### src/rtl/alu_share_ctrl.sv
// Round-robin sharing of one combinational ALU between two requesters.
// Accept -> result valid next cycle; response held until the owner's rsp_ready, no new accept until then.
module alu_share_ctrl #(
  parameter int             WIDTH  = 32,
  parameter int             OPW    = 3,
  parameter logic [OPW-1:0] OP_MAX = 3'b101
) (
  input  logic             clk,
  input  logic             reset,
  input  logic             req0_valid,
  output logic             req0_ready,
  input  logic [WIDTH-1:0] req0_a,
  input  logic [WIDTH-1:0] req0_b,
  input  logic [OPW-1:0]   req0_op,
  input  logic             req1_valid,
  output logic             req1_ready,
  input  logic [WIDTH-1:0] req1_a,
  input  logic [WIDTH-1:0] req1_b,
  input  logic [OPW-1:0]   req1_op,
  output logic             rsp0_valid,
  input  logic             rsp0_ready,
  output logic             rsp1_valid,
  input  logic             rsp1_ready,
  output logic [WIDTH-1:0] rsp_data,
  output logic             rsp_err,
  output logic [WIDTH-1:0] alu_a,
  output logic [WIDTH-1:0] alu_b,
  output logic [OPW-1:0]   alu_op,
  input  logic [WIDTH-1:0] alu_c
);

  typedef enum logic [1:0] {IDLE, EXEC, RESP} state_t;

  state_t           r_state;
  logic             r_last;
  logic             r_id;
  logic [WIDTH-1:0] r_a;
  logic [WIDTH-1:0] r_b;
  logic [OPW-1:0]   r_op;
  logic [WIDTH-1:0] r_data;
  logic             r_err;
  logic             r_vld0;
  logic             r_vld1;

  logic w_gnt0;
  logic w_gnt1;
  logic w_acc0;
  logic w_acc1;
  logic w_rsp_done;

  // Requester 1 wins a tie only when requester 0 was served last.
  assign w_gnt1 = req1_valid && (!req0_valid || (r_last == 1'b0));
  assign w_gnt0 = req0_valid && !w_gnt1;

  // Gated by reset so the readys read as 0 while reset is held.
  assign req0_ready = !reset && (r_state == IDLE) && w_gnt0;
  assign req1_ready = !reset && (r_state == IDLE) && w_gnt1;

  assign w_acc0     = req0_valid && req0_ready;
  assign w_acc1     = req1_valid && req1_ready;
  assign w_rsp_done = r_id ? rsp1_ready : rsp0_ready;

  assign alu_a      = r_a;
  assign alu_b      = r_b;
  assign alu_op     = r_op;
  assign rsp_data   = r_data;
  assign rsp_err    = r_err;
  assign rsp0_valid = r_vld0;
  assign rsp1_valid = r_vld1;

  always_ff @(posedge clk or posedge reset) begin
    if (reset) begin
      r_state <= IDLE;
      r_last  <= 1'b1;
      r_id    <= 1'b0;
      r_a     <= '0;
      r_b     <= '0;
      r_op    <= '0;
      r_data  <= '0;
      r_err   <= 1'b0;
      r_vld0  <= 1'b0;
      r_vld1  <= 1'b0;
    end else begin
      case (r_state)
        IDLE: begin
          if (w_acc0 || w_acc1) begin
            r_a     <= w_acc1 ? req1_a  : req0_a;
            r_b     <= w_acc1 ? req1_b  : req0_b;
            r_op    <= w_acc1 ? req1_op : req0_op;
            r_id    <= w_acc1;
            r_state <= EXEC;
          end
        end
        EXEC: begin
          r_data  <= alu_c;
          r_err   <= (r_op > OP_MAX);
          r_vld0  <= !r_id;
          r_vld1  <= r_id;
          r_state <= RESP;
        end
        RESP: begin
          if (w_rsp_done) begin
            r_vld0  <= 1'b0;
            r_vld1  <= 1'b0;
            r_last  <= r_id;
            r_state <= IDLE;
          end
        end
        default: r_state <= IDLE;
      endcase
    end
  end

endmodule

### config.mk
export PLATFORM = sky130hd
export DESIGN_NAME = alu_share_ctrl
export DESIGN_NICKNAME = d
export VERILOG_FILES = /design/src/rtl/alu_share_ctrl.sv
export SDC_FILE = /design/constraint.sdc
export NUM_CORES = 1
export LEC_CHECK = 0
export ABC_AREA = 1
export BUFFER_PORTS_ARGS = -buffer_cell sky130_fd_sc_hd__buf_2
export CAP_MARGIN = 5
export CORE_MARGIN = 2
export CORE_UTILIZATION = 50
export CTS_CLUSTER_SIZE = 16
export DETAILED_ROUTE_END_ITERATION = 8
export PLACE_DENSITY = 0.87
export SLEW_MARGIN = 15
export SYNTH_ARGS = -nofsm -noshare
export SYNTH_HDL_FRONTEND = slang
export SYNTH_SLANG_ARGS = --single-unit
### constraint.sdc
create_clock -name clk -period 4.1 [get_ports clk]
set_clock_uncertainty 0.05 [all_clocks]
set_input_delay 0.205 -clock clk [delete_from_list [all_inputs] [get_ports clk]]
set_output_delay 0.205 -clock clk [all_outputs]
set_load 0.01 [all_outputs]
=== Word level (Yosys, flattened, before mapping) ===
Cells that the tools add are included.

* Equal/unequal tests: 4
* Mux-type cells: 10
* Order comparisons: 1
* Reductions and logical operators: 19
* Bitwise logic cells: 1

{| class="wikitable"
|+ Operators with widths
! cell !! number
|-
| 32-bit 2-to-1 mux || 2
|-
| 2-bit AND reduction || 4
|-
| 1-bit logical AND || 7
|-
| 2-bit case mux with 3 select lines || 1
|-
| 1-bit logical NOT || 4
|-
| 2-bit 2-to-1 mux || 2
|-
| 1-bit case mux with 2 select lines || 2
|-
| 3-bit greater-than comparator (second input constant) || 1
|-
| 3-bit 2-to-1 mux || 1
|-
| 2-bit by 1-bit == test with 1-bit output (second input constant) || 1
|-
| 2-bit == test (second input constant) || 1
|-
| 2-bit logical NOT || 1
|-
| 1-bit logical OR || 2
|-
| 1-bit 2-to-1 mux || 2
|-
| 2-bit by 1-bit inequality test with 1-bit output (second input constant) || 1
|-
| 2-bit inequality test (second input constant) || 1
|-
| 2-bit nonzero test || 1
|-
| 1-bit inverter || 1
|}

* Logic and storage cells: 45
* Flip-flop bits (word level): 106
* Output and inout port bits: 104

=== Depth between registers and ports, before layout ===
Gate-level depths: netlist of the first run.

* Depth in word-level cells: 10
* Mapped depth: 8

=== Least setup slack after synthesis of the first run ===
OpenSTA, ideal clock, no wires.

* Kind: input to output
* From: in reset
* To: out req0_ready
* Arrival: 2477 ps
* Stages on the path: 7
* Slack: 1368 ps
* Path buffers: 2
* Data required time: 3845 ps
* Cell sequence: inv_2 -> nand2_1 -> nor2_4 -> nand2_1 -> buf_4 -> buf_4 -> nor2_1

* Longest elaborated chain between the ends: 3

{| class="wikitable"
|+ Ends and longest elaborated chain
! item !! RTL line !! RTL
|-
| start: declaration || 9 || <nowiki>input logic reset,</nowiki>
|-
| 1-bit logical NOT (no line) || n/a ||
|-
| 1-bit logical AND (2 in a row) || 56 || <nowiki>assign req0_ready = !reset && (r_state == IDLE) && w_gnt0;</nowiki>
|-
| end: declaration || 11 || <nowiki>output logic req0_ready,</nowiki>
|}

Every way passes these cells.

=== Final worst setup path of the first run ===
Same ends and word-level chain as after synthesis.

==> report_table.html, run 1 <==
<table>
<tr><th>Metric</th><th>Value</th></tr>
<tr><th colspan="2">Run status</th></tr>
<tr><td>Status</td><td>finished, final reports clean</td></tr>
<tr><th colspan="2">Global routing</th></tr>
<tr><td>Total GRT Usage</td><td>0.297</td></tr>
<tr><td>Largest net degree at the start of global routing</td><td>73</td></tr>
<tr><td>Final global-route overflow total</td><td>0</td></tr>
<tr><td>Via count of the first global-routing pass</td><td>5679</td></tr>
<tr><td>Global-route wire length before repair</td><td>between 20000 and 30000 um</td></tr>
<tr><td>Antenna violations before repair</td><td>0</td></tr>
<tr><th colspan="2">Finish</th></tr>
<tr><td>Fraction of final layout cells with drive strength greater than 1</td><td>0.322</td></tr>
<tr><td>Final #Nets</td><td>between 1000 and 1500</td></tr>
<tr><td>Area added between synthesis and finish</td><td>34.8%</td></tr>
<tr><td>Antenna cell count</td><td>0</td></tr>
<tr><th colspan="2">Worst setup path</th></tr>
<tr><td>Arrival time at the worst endpoint</td><td>about 2.9 ns</td></tr>
<tr><td>Sequence of cells on the critical path</td><td>dlygate4sd3_1 &gt; buf_2 &gt; inv_4 &gt; nand2_1 &gt; nor2_4 &gt; nand2_2 &gt; nor2_1 &gt; buf_2</td></tr>
<tr><td>Kind of end point of the critical path</td><td>output port</td></tr>
<tr><td>Setup crit start kind</td><td>primary input</td></tr>
<tr><td>Library cell contributing the largest single delay on the critical path</td><td>nand2_2</td></tr>
<tr><td>Delay of the slowest critical-path stage</td><td>between 0.6 and 0.7 ns</td></tr>
<tr><td>Highest fanout seen on the critical path</td><td>between 40 and 50</td></tr>
<tr><td>Most used cell along the critical path</td><td>buf_2</td></tr>
<tr><td>Critical path class</td><td>in2out</td></tr>
<tr><td>Req. time, crit path</td><td>3.85 ns</td></tr>
<tr><th colspan="2">Placement</th></tr>
<tr><td>Number of port buffers</td><td>between 200 and 300</td></tr>
<tr><td>Placed wire-length estimate after detailed placement</td><td>roughly 11000 um</td></tr>
<tr><td>Final weighted congestion in routability-driven placement</td><td>~0.85</td></tr>
<tr><td>Worst setup slack before clock tree synthesis</td><td>1.39 ns</td></tr>
<tr><th colspan="2">Power and ir drop</th></tr>
<tr><td>Net switching share of the total power</td><td>0.438</td></tr>
<tr><td>VDD IR max</td><td>0.331 mV</td></tr>
<tr><td>Standby leakage power</td><td>4.21 nW</td></tr>
<tr><td>Areal power density over the cells</td><td>about 630 nW/um^2</td></tr>
<tr><td>Combinational share of power</td><td>0.456</td></tr>
<tr><td>Total net switching power</td><td>a little over 0.002 W</td></tr>
<tr><td>Fraction of power consumed by sequential logic</td><td>0.407</td></tr>
<tr><td>Clock network power share</td><td>0.136</td></tr>
<tr><td>Internal cell power</td><td>about 0.0026 W</td></tr>
<tr><th colspan="2">STA</th></tr>
<tr><td>Number of hold violations in the final report</td><td>0</td></tr>
<tr><td>Max-slew headroom</td><td>0.378</td></tr>
<tr><td>Worst Slack Setup Final</td><td>0.984 ns</td></tr>
<tr><td>Max Fclk</td><td>~320 MHz</td></tr>
<tr><td>Worst-case hold slack</td><td>about 0.024 ns</td></tr>
<tr><td>Post-route clock period utilization</td><td>0.760</td></tr>
<tr><td>Setup TNS</td><td>0 ns</td></tr>
<tr><td>Worst Tran Pin Value</td><td>about 0.93 ns</td></tr>
<tr><td>Unrepaired setup endpoints after global routing</td><td>false</td></tr>
<tr><td>Min cycle time layout</td><td>a little over 3 ns</td></tr>
<tr><td>Setup violations, final</td><td>0</td></tr>
<tr><td>Final Max Tran Viols</td><td>0</td></tr>
<tr><th colspan="2">Run</th></tr>
<tr><td>Maximum Capacitance Violations</td><td>0</td></tr>
<tr><th colspan="2">Floorplan</th></tr>
<tr><td>Core Area</td><td>between 10000 and 15000 um^2</td></tr>
<tr><td>Effective utilization at floorplan</td><td>0.507</td></tr>
<tr><td>Vertical extent of the die</td><td>108 um</td></tr>
<tr><td>Die extent in x</td><td>between 100 and 150 um</td></tr>
<tr><td>Cell row count</td><td>38</td></tr>
<tr><td>I/O pin cnt</td><td>around 280</td></tr>
<tr><td>Die ar.</td><td>between 10000 and 15000 um^2</td></tr>
<tr><th colspan="2">Route</th></tr>
<tr><td>Top metal layer carrying routed signals</td><td>met4</td></tr>
<tr><td>Met1 Routed Length</td><td>6880 um</td></tr>
<tr><td>Drt total wl</td><td>~18000 um</td></tr>
<tr><td>Vias post-DR</td><td>between 5000 and 6000</td></tr>
<tr><td>DR pass1 iterations</td><td>5</td></tr>
<tr><td>Met3 Routed Length</td><td>around 1400 um</td></tr>
<tr><td>Post-route DRC violation count</td><td>0</td></tr>
<tr><td>Average wire length per cell after detail routing</td><td>15.9 um</td></tr>
<tr><td>Post-DRT Antenna Nets</td><td>0</td></tr>
<tr><td>Detailed-route vias per instance</td><td>~5.3</td></tr>
<tr><td>Iteration-0 DRC Markers</td><td>between 400 and 500</td></tr>
<tr><td>Met2 wirelength from detailed routing</td><td>9000 um</td></tr>
<tr><th colspan="2">Clocking</th></tr>
<tr><td>Clock transition at the registers of the reported paths</td><td>~0.10 ns</td></tr>
<tr><td>Clock latency at the later pin of the worst-skew pair</td><td>around 0.37 ns</td></tr>
<tr><td>Clock net sink count</td><td>~110</td></tr>
<tr><td>Clock tree from TritonCTS</td><td>built</td></tr>
<tr><td>Clock buffers created by TritonCTS</td><td>9</td></tr>
<tr><td>H-tree depth reported by CTS</td><td>3</td></tr>
<tr><td>Buffer depth of the longest clock path</td><td>2</td></tr>
<tr><td>Clock Root Buffer</td><td>clkbuf_8</td></tr>
<tr><th colspan="2">Yosys</th></tr>
<tr><td>Share of synthesized area occupied by flip-flops and latches</td><td>0.487</td></tr>
<tr><td>Cell Area, Synth</td><td>approximately 5400 um^2</td></tr>
<tr><td>Per-instance average area after synthesis</td><td>7.83 um^2</td></tr>
<tr><td>Net count after synthesis</td><td>868</td></tr>
<tr><td>Total of flip-flops plus latches after synthesis</td><td>106</td></tr>
<tr><td>Cells after Synth</td><td>between 600 and 700</td></tr>
<tr><td>Synth unique cells</td><td>18</td></tr>
<tr><td>YS warnings</td><td>0</td></tr>
<tr><th colspan="2">Worst hold path</th></tr>
<tr><td>Hold Crit Class</td><td>in2reg</td></tr>
</table>
per-stage QoR:
stage               utilization  cell area [um^2]  instances  power (W)
finish                    0.684              7340       1113    0.00464
global placement          0.636              6830       1065    0.00390
CTS                       0.684              7340       1113    0.00460
detailed placement        0.636              6830       1065    0.00395
floorplan                     -              5450        696    0.00307
global route              0.684              7340       1113    0.00497
cell usage in the layout, fill, tap and decap left out, drive strengths merged:
| cell | instances |
|---|---|
| o21ai | 2 |
| inv | 78 |
| nor2 | 5 |
| nand3 | 204 |
| clkinv | 2 |
| clkinvlp | 2 |
| o21bai | 67 |
| dfrtp | 105 |
| a21boi | 1 |
| buf | 284 |
| dlygate4sd3 | 32 |
| clkbuf | 9 |
| nand2 | 180 |
| a21oi | 1 |
| dfstp | 1 |
power groups by stage:
stage / registers [W] / clock network [W] / logic [W]
after global routing: 0.00193 / 0.000686 / 0.00235
after global placement: 0.00188 / 0 / 0.00201
after CTS: 0.00187 / 0.000637 / 0.00209
after detailed placement: 0.00188 / 0 / 0.00207
after floorplan: 0.00209 / 0 / 0.000979
final: 0.00189 / 0.000631 / 0.00212
synthesized netlist by cell type:
cell / count / area (um^2)
o21ai_0: 2 / 10.0
nand3_1: 204 / 1020
a21boi_0: 1 / 7.51
nand2_2: 3 / 18.8
nor2_4: 1 / 11.3
o21bai_1: 67 / 503
inv_1: 70 / 263
inv_2: 5 / 18.8
buf_2: 16 / 80.1
buf_1: 5 / 18.8
dfrtp_1: 105 / 2630
nor2_1: 3 / 11.3
nand2_1: 177 / 664
nor2_2: 1 / 6.26
buf_4: 6 / 45.0
dfstp_2: 1 / 26.3
clkbuf_1: 28 / 105
a21oi_2: 1 / 8.76
what timing repair did:
| action | 4_1_cts | 5_1_grt |
|---|---|---|
| hold buffers | 32 | 0 |
| endpoints found under the hold margin | 65 | 0 |
| buffers inserted | 0 | 0 |
| gates resized for setup | 0 | 0 |
state kept, by name (all words and copies together) (netlist names):
name,cells
r_state,2
alu_op,3
alu_a,32
rsp_data,32
rsp_err,1
r_id,1
r_last,1
rsp0_valid,1
rsp1_valid,1
alu_b,32
area by class of cell:
type | instances | area, um^2
well taps | 140 | 175
flip-flops and latches | 106 | 2650
fillers | 902 | 3400
clock buffers | 9 | 124
inverters | 75 | 284
repair buffers | 316 | 1760
clock inverters | 7 | 71.3
multi-input cells | 460 | 2270
worst max-delay path, delay by kind of cell:
family | cells | cell delay, ns
buffers and inverters | 4 | 1.17
and+or+nand+nor | 4 | 1.46
layer usage:
layer  track usage  vias up
met5             0        -
met2         0.516      304
met4        0.0980        0
li1              -     2795
met3        0.0645       35
met1         0.369     2808
logic make-up (layout without fill, tap and decap cells):
family                 Yosys count  in the layout  synth area share
AOI/OAI and AO/OA               71             71            0.0972
DFF                            106            106             0.487
buffers and inverters          130            407            0.0974
and+or+nand+nor                389            389             0.318
path summary, 6_finish.rpt:
kind / startpoint / end / slack [ns] / cells past startpoint
setup / recovery: reset / req0_ready / 0.98 / 8
hold / removal: alu_c[14] / rsp_data[14] / 0.02 / 3
setup reg to reg: r_state[0] / alu_a[12] / 1.64 / 7
hold reg to reg: rsp_data[23] / rsp_data[23] / 0.43 / 2
max in group asynchronous: reset / alu_a[28] / 2.37 / 4
min in group asynchronous: reset / rsp_data[6] / 0.36 / 3
(Power assumes the default switching activity.)
==> run 2, diff against run 1 <==
- ABC_AREA: 1 -> 0
- CORE_UTILIZATION: 50 -> 45
- PLACE_DENSITY: 0.87 -> 0.81
- clock period: 4.1 -> 3.1 ns (I/O delays scaled with it)
==> run 2 against run 1 <==
  * Register-to-register slack lost 1.2 ns
  * Synthesized cell count shrank 19%
  * Worst hold slack worse by 0.013 ns
  * Sequential cell count is the same
  * Sequential power up 30%
  * First-iteration DRC count unchanged
  * Final cell count down 8.6%
  * Combinational power rose by 34%
  * Count of clock-buffer cells in the layout up 1
  * Largest power group unchanged
  * Highest routed layer unchanged
==> report_table.html, run 2 <==
<table>
<tr><th>Metric</th><th>Value</th></tr>
<tr><th colspan="2">Yosys</th></tr>
<tr><td>Share of synthesized flip-flops with an asynchronous set or reset</td><td>1.00</td></tr>
<tr><td>Most used standard cells in the synthesized netlist</td><td>dfrtp_1 (105), nand2_1 (101), a21oi_1 (73), nand3_1 (70), a31oi_1 (67)</td></tr>
<tr><td>Cell Area, Synth</td><td>between 4000 and 5000 um^2</td></tr>
<tr><td>Flip-flop cell with the highest count after synthesis</td><td>dfrtp_1</td></tr>
<tr><td>Post-synth top area cell</td><td>dfrtp_1</td></tr>
<tr><td>Net count after synthesis</td><td>between 700 and 800</td></tr>
<tr><td>EDFF count, synth</td><td>0</td></tr>
<tr><td>Share of synthesized area occupied by flip-flops and latches</td><td>0.541</td></tr>
<tr><td>Post-synth top area share</td><td>0.536</td></tr>
<tr><td>YS warnings</td><td>0</td></tr>
<tr><td>Per-instance average area after synthesis</td><td>8.67 um^2</td></tr>
<tr><td>Cells after Synth</td><td>between 500 and 600</td></tr>
<tr><td>Synth unique cells</td><td>27</td></tr>
<tr><td>Most instantiated library cell after synthesis</td><td>dfrtp_1</td></tr>
<tr><td>Total of flip-flops plus latches after synthesis</td><td>around 110</td></tr>
<tr><td>Synth area leaders</td><td>dfrtp_1 (54%), a31oi_1 (8.5%), nand2_1 (7.7%), a21oi_1 (7.4%), nand3_1 (7.1%)</td></tr>
<tr><th colspan="2">Route</th></tr>
<tr><td>Drt total wl</td><td>around 17000 um</td></tr>
<tr><td>Post-DRT Antenna Nets</td><td>0</td></tr>
<tr><td>Average wire length per cell after detail routing</td><td>16.8 um</td></tr>
<tr><td>Post-route DRC violation count</td><td>0</td></tr>
<tr><td>Met2 wirelength from detailed routing</td><td>approximately 8700 um</td></tr>
<tr><td>Detailed-route vias per instance</td><td>between 5 and 6</td></tr>
<tr><td>Vias post-DR</td><td>approximately 5600</td></tr>
<tr><td>Top metal layer carrying routed signals</td><td>met4</td></tr>
<tr><td>Iteration-0 DRC Markers</td><td>447</td></tr>
<tr><td>DR pass1 iterations</td><td>5</td></tr>
<tr><td>Met1 Routed Length</td><td>between 6000 and 7000 um</td></tr>
<tr><td>Met3 Routed Length</td><td>around 1300 um</td></tr>
<tr><th colspan="2">Worst hold path</th></tr>
<tr><td>Worst hold path startpoint</td><td>req1_a[8]</td></tr>
<tr><td>Hold Crit Depth</td><td>3</td></tr>
<tr><td>Hold Crit Class</td><td>in2reg</td></tr>
<tr><td>Worst hold endpoint</td><td>alu_a[8]</td></tr>
<tr><th colspan="2">STA</th></tr>
<tr><td>Setup TNS</td><td>0 ns</td></tr>
<tr><td>Worst Slack Setup Final</td><td>around 0.42 ns</td></tr>
<tr><td>Worst-case hold slack</td><td>roughly 0.012 ns</td></tr>
<tr><td>Max-slew headroom</td><td>0.242</td></tr>
<tr><td>Unrepaired setup endpoints after global routing</td><td>false</td></tr>
<tr><td>Number of hold violations in the final report</td><td>0</td></tr>
<tr><td>Min cycle time layout</td><td>roughly 2.7 ns</td></tr>
<tr><td>Final Max Tran Viols</td><td>0</td></tr>
<tr><td>Setup violations, final</td><td>0</td></tr>
<tr><td>Max Fclk</td><td>~370 MHz</td></tr>
<tr><td>Worst Tran Pin Value</td><td>around 1.1 ns</td></tr>
<tr><td>Post-route clock period utilization</td><td>0.865</td></tr>
<tr><th colspan="2">Clocking</th></tr>
<tr><td>Clock Root Buffer</td><td>clkbuf_8</td></tr>
<tr><td>Buffer depth of the longest clock path</td><td>2</td></tr>
<tr><td>Clock buffers created by TritonCTS</td><td>9</td></tr>
<tr><td>H-tree depth reported by CTS</td><td>3</td></tr>
<tr><td>Clock transition at the registers of the reported paths</td><td>0.10 ns</td></tr>
<tr><td>Clock tree from TritonCTS</td><td>built</td></tr>
<tr><td>Buffers inserted during post-CTS setup optimization</td><td>0</td></tr>
<tr><td>Clock net sink count</td><td>approximately 110</td></tr>
<tr><td>Clock latency at the later pin of the worst-skew pair</td><td>0.35 ns</td></tr>
<tr><th colspan="2">Finish</th></tr>
<tr><td>Non-filler cells, final</td><td>between 1000 and 1500</td></tr>
<tr><td>Area added between synthesis and finish</td><td>47.8%</td></tr>
<tr><td>Most frequent cells in the layout</td><td>buf_2 (275), dfrtp_1 (105), nand2_1 (101)</td></tr>
<tr><td>Fraction of final layout cells with drive strength greater than 1</td><td>0.349</td></tr>
<tr><td>Final #Nets</td><td>1044</td></tr>
<tr><td>Commonest non-fill, non-tap cell in the layout</td><td>buf_2</td></tr>
<tr><th colspan="2">Floorplan</th></tr>
<tr><td>Die extent in x</td><td>between 100 and 150 um</td></tr>
<tr><td>I/O pin cnt</td><td>approximately 280</td></tr>
<tr><td>Core Area</td><td>~11000 um^2</td></tr>
<tr><td>Cell row count</td><td>38</td></tr>
<tr><td>Vertical extent of the die</td><td>approximately 110 um</td></tr>
<tr><td>Die ar.</td><td>11800 um^2</td></tr>
<tr><td>Effective utilization at floorplan</td><td>0.457</td></tr>
<tr><th colspan="2">Placement</th></tr>
<tr><td>Placed wire-length estimate after detailed placement</td><td>~10000 um</td></tr>
<tr><td>Worst setup slack before clock tree synthesis</td><td>approximately 0.99 ns</td></tr>
<tr><td>Cell total after placement</td><td>929</td></tr>
<tr><td>Number of port buffers</td><td>about 280</td></tr>
<tr><td>Final weighted congestion in routability-driven placement</td><td>between 0.8 and 0.9</td></tr>
<tr><th colspan="2">Global routing</th></tr>
<tr><td>Largest net degree at the start of global routing</td><td>about 140</td></tr>
<tr><td>Via count of the first global-routing pass</td><td>between 5000 and 6000</td></tr>
<tr><td>Global-route wire length before repair</td><td>between 20000 and 30000 um</td></tr>
<tr><td>Antenna violations before repair</td><td>1</td></tr>
<tr><td>Final global-route overflow total</td><td>0</td></tr>
<tr><td>Total GRT Usage</td><td>0.277</td></tr>
<tr><th colspan="2">Worst setup path</th></tr>
<tr><td>Setup crit start kind</td><td>flop</td></tr>
<tr><td>Arrival time at the worst endpoint</td><td>between 2 and 3 ns</td></tr>
<tr><td>Req. time, crit path</td><td>between 3 and 4 ns</td></tr>
<tr><td>Logic depth of the worst register-to-register path</td><td>4</td></tr>
<tr><td>Kind of end point of the critical path</td><td>flop</td></tr>
<tr><td>Sequence of cells on the critical path</td><td>or3_2 &gt; o21ai_0 &gt; a31oi_1 &gt; dlygate4sd3_1</td></tr>
<tr><td>Critical path class</td><td>reg2reg</td></tr>
<tr><td>Highest fanout seen on the critical path</td><td>68</td></tr>
<tr><td>Reg2Reg Setup Slack</td><td>between 0.4 and 0.5 ns</td></tr>
<tr><td>R2R Path End</td><td>alu_b[22]</td></tr>
<tr><td>Library cell contributing the largest single delay on the critical path</td><td>or3_2</td></tr>
<tr><td>Worst flop-to-flop path startpoint</td><td>r_state[0]</td></tr>
<tr><td>Delay of the slowest critical-path stage</td><td>1.00 ns</td></tr>
<tr><th colspan="2">Power and ir drop</th></tr>
<tr><td>Total net switching power</td><td>between 0.002 and 0.003 W</td></tr>
<tr><td>Net switching share of the total power</td><td>0.414</td></tr>
<tr><td>Internal cell power</td><td>between 0.003 and 0.004 W</td></tr>
<tr><td>Combinational share of power</td><td>0.465</td></tr>
<tr><td>Clock network power share</td><td>0.134</td></tr>
<tr><td>Standby leakage power</td><td>~3.4 nW</td></tr>
<tr><td>VDD IR max</td><td>between 0.4 and 0.5 mV</td></tr>
<tr><td>Areal power density over the cells</td><td>845 nW/um^2</td></tr>
<tr><td>Fraction of power consumed by sequential logic</td><td>0.401</td></tr>
<tr><th colspan="2">Run status</th></tr>
<tr><td>Status</td><td>finished, final reports clean</td></tr>
<tr><th colspan="2">Run</th></tr>
<tr><td>Maximum Capacitance Violations</td><td>0</td></tr>
</table>
-- run 2: area by class of cell --
type,count,area (um^2)
clock buffer,10,128
sequential,106,2650
multi-input combinational,397,2000
clock inverter,5,56.3
antenna,1,2.50
timing repair buffer,355,2220
tap,140,175
inverter,3,13.8
fill,827,3500
-- run 2: how the worst max path moves through the flow --
stage / start / to / slack, ns / cells past startpoint
4_1_cts: r_state[0] / alu_b[17] / 0.48 / 4
3_3_place_gp: r_state[0] / req1_ready / 1.01 / 3
5_1_grt: r_state[1] / alu_b[22] / 0.26 / 4
3_5_place_dp: r_state[0] / alu_a[0] / 0.99 / 3
6_report: r_state[0] / alu_b[22] / 0.42 / 4
2_1_floorplan: reset / alu_a[0] / 0.11 / 1
-- run 2: timing repair --
item,4_1_cts,5_1_grt
gates resized for setup,0,0
endpoints found under the hold margin,109,0
hold buffers,72,0
-- run 2: layer usage --
layer | global-route usage | up-vias
met5 | 0 | -
met4 | 0.111 | 0
met3 | 0.0488 | 41
met2 | 0.493 | 282
met1 | 0.330 | 2681
li1 | - | 2624
-- run 2: critical path, delay by kind of cell, from the launching register on --
family	cells	cell delay, ns
simple gates	1	1.00
flops	1	0.48
buf+inv	1	0.56
compound gates	2	0.47
-- run 2: logic make-up (layout without fill, tap and decap cells) --
group / Yosys count / after routing / share of synthesized area
buf+inv: 63 / 373 / 0.0546
other cells: 0 / 1 / 0
flops: 106 / 106 / 0.541
compound gates: 212 / 212 / 0.237
simple gates: 185 / 185 / 0.168
-- run 2: metrics by stage --
stage               area (um^2)  total power, W  utilization
floorplan                  4910         0.00400            -
global placement           6340         0.00506        0.590
detailed placement         6340         0.00513        0.590
CTS                        7250         0.00609        0.674
global route               7250         0.00655        0.675
finish                     7250         0.00612        0.675
-- run 2: power groups by stage --
stage / registers [W] / clock network [W] / logic [W]
floorplan: 0.00274 / 0 / 0.00126
global placement: 0.00243 / 0 / 0.00263
detailed placement: 0.00246 / 0 / 0.00268
CTS: 0.00244 / 0.000838 / 0.00282
global route: 0.00253 / 0.000896 / 0.00313
finish: 0.00245 / 0.000821 / 0.00285
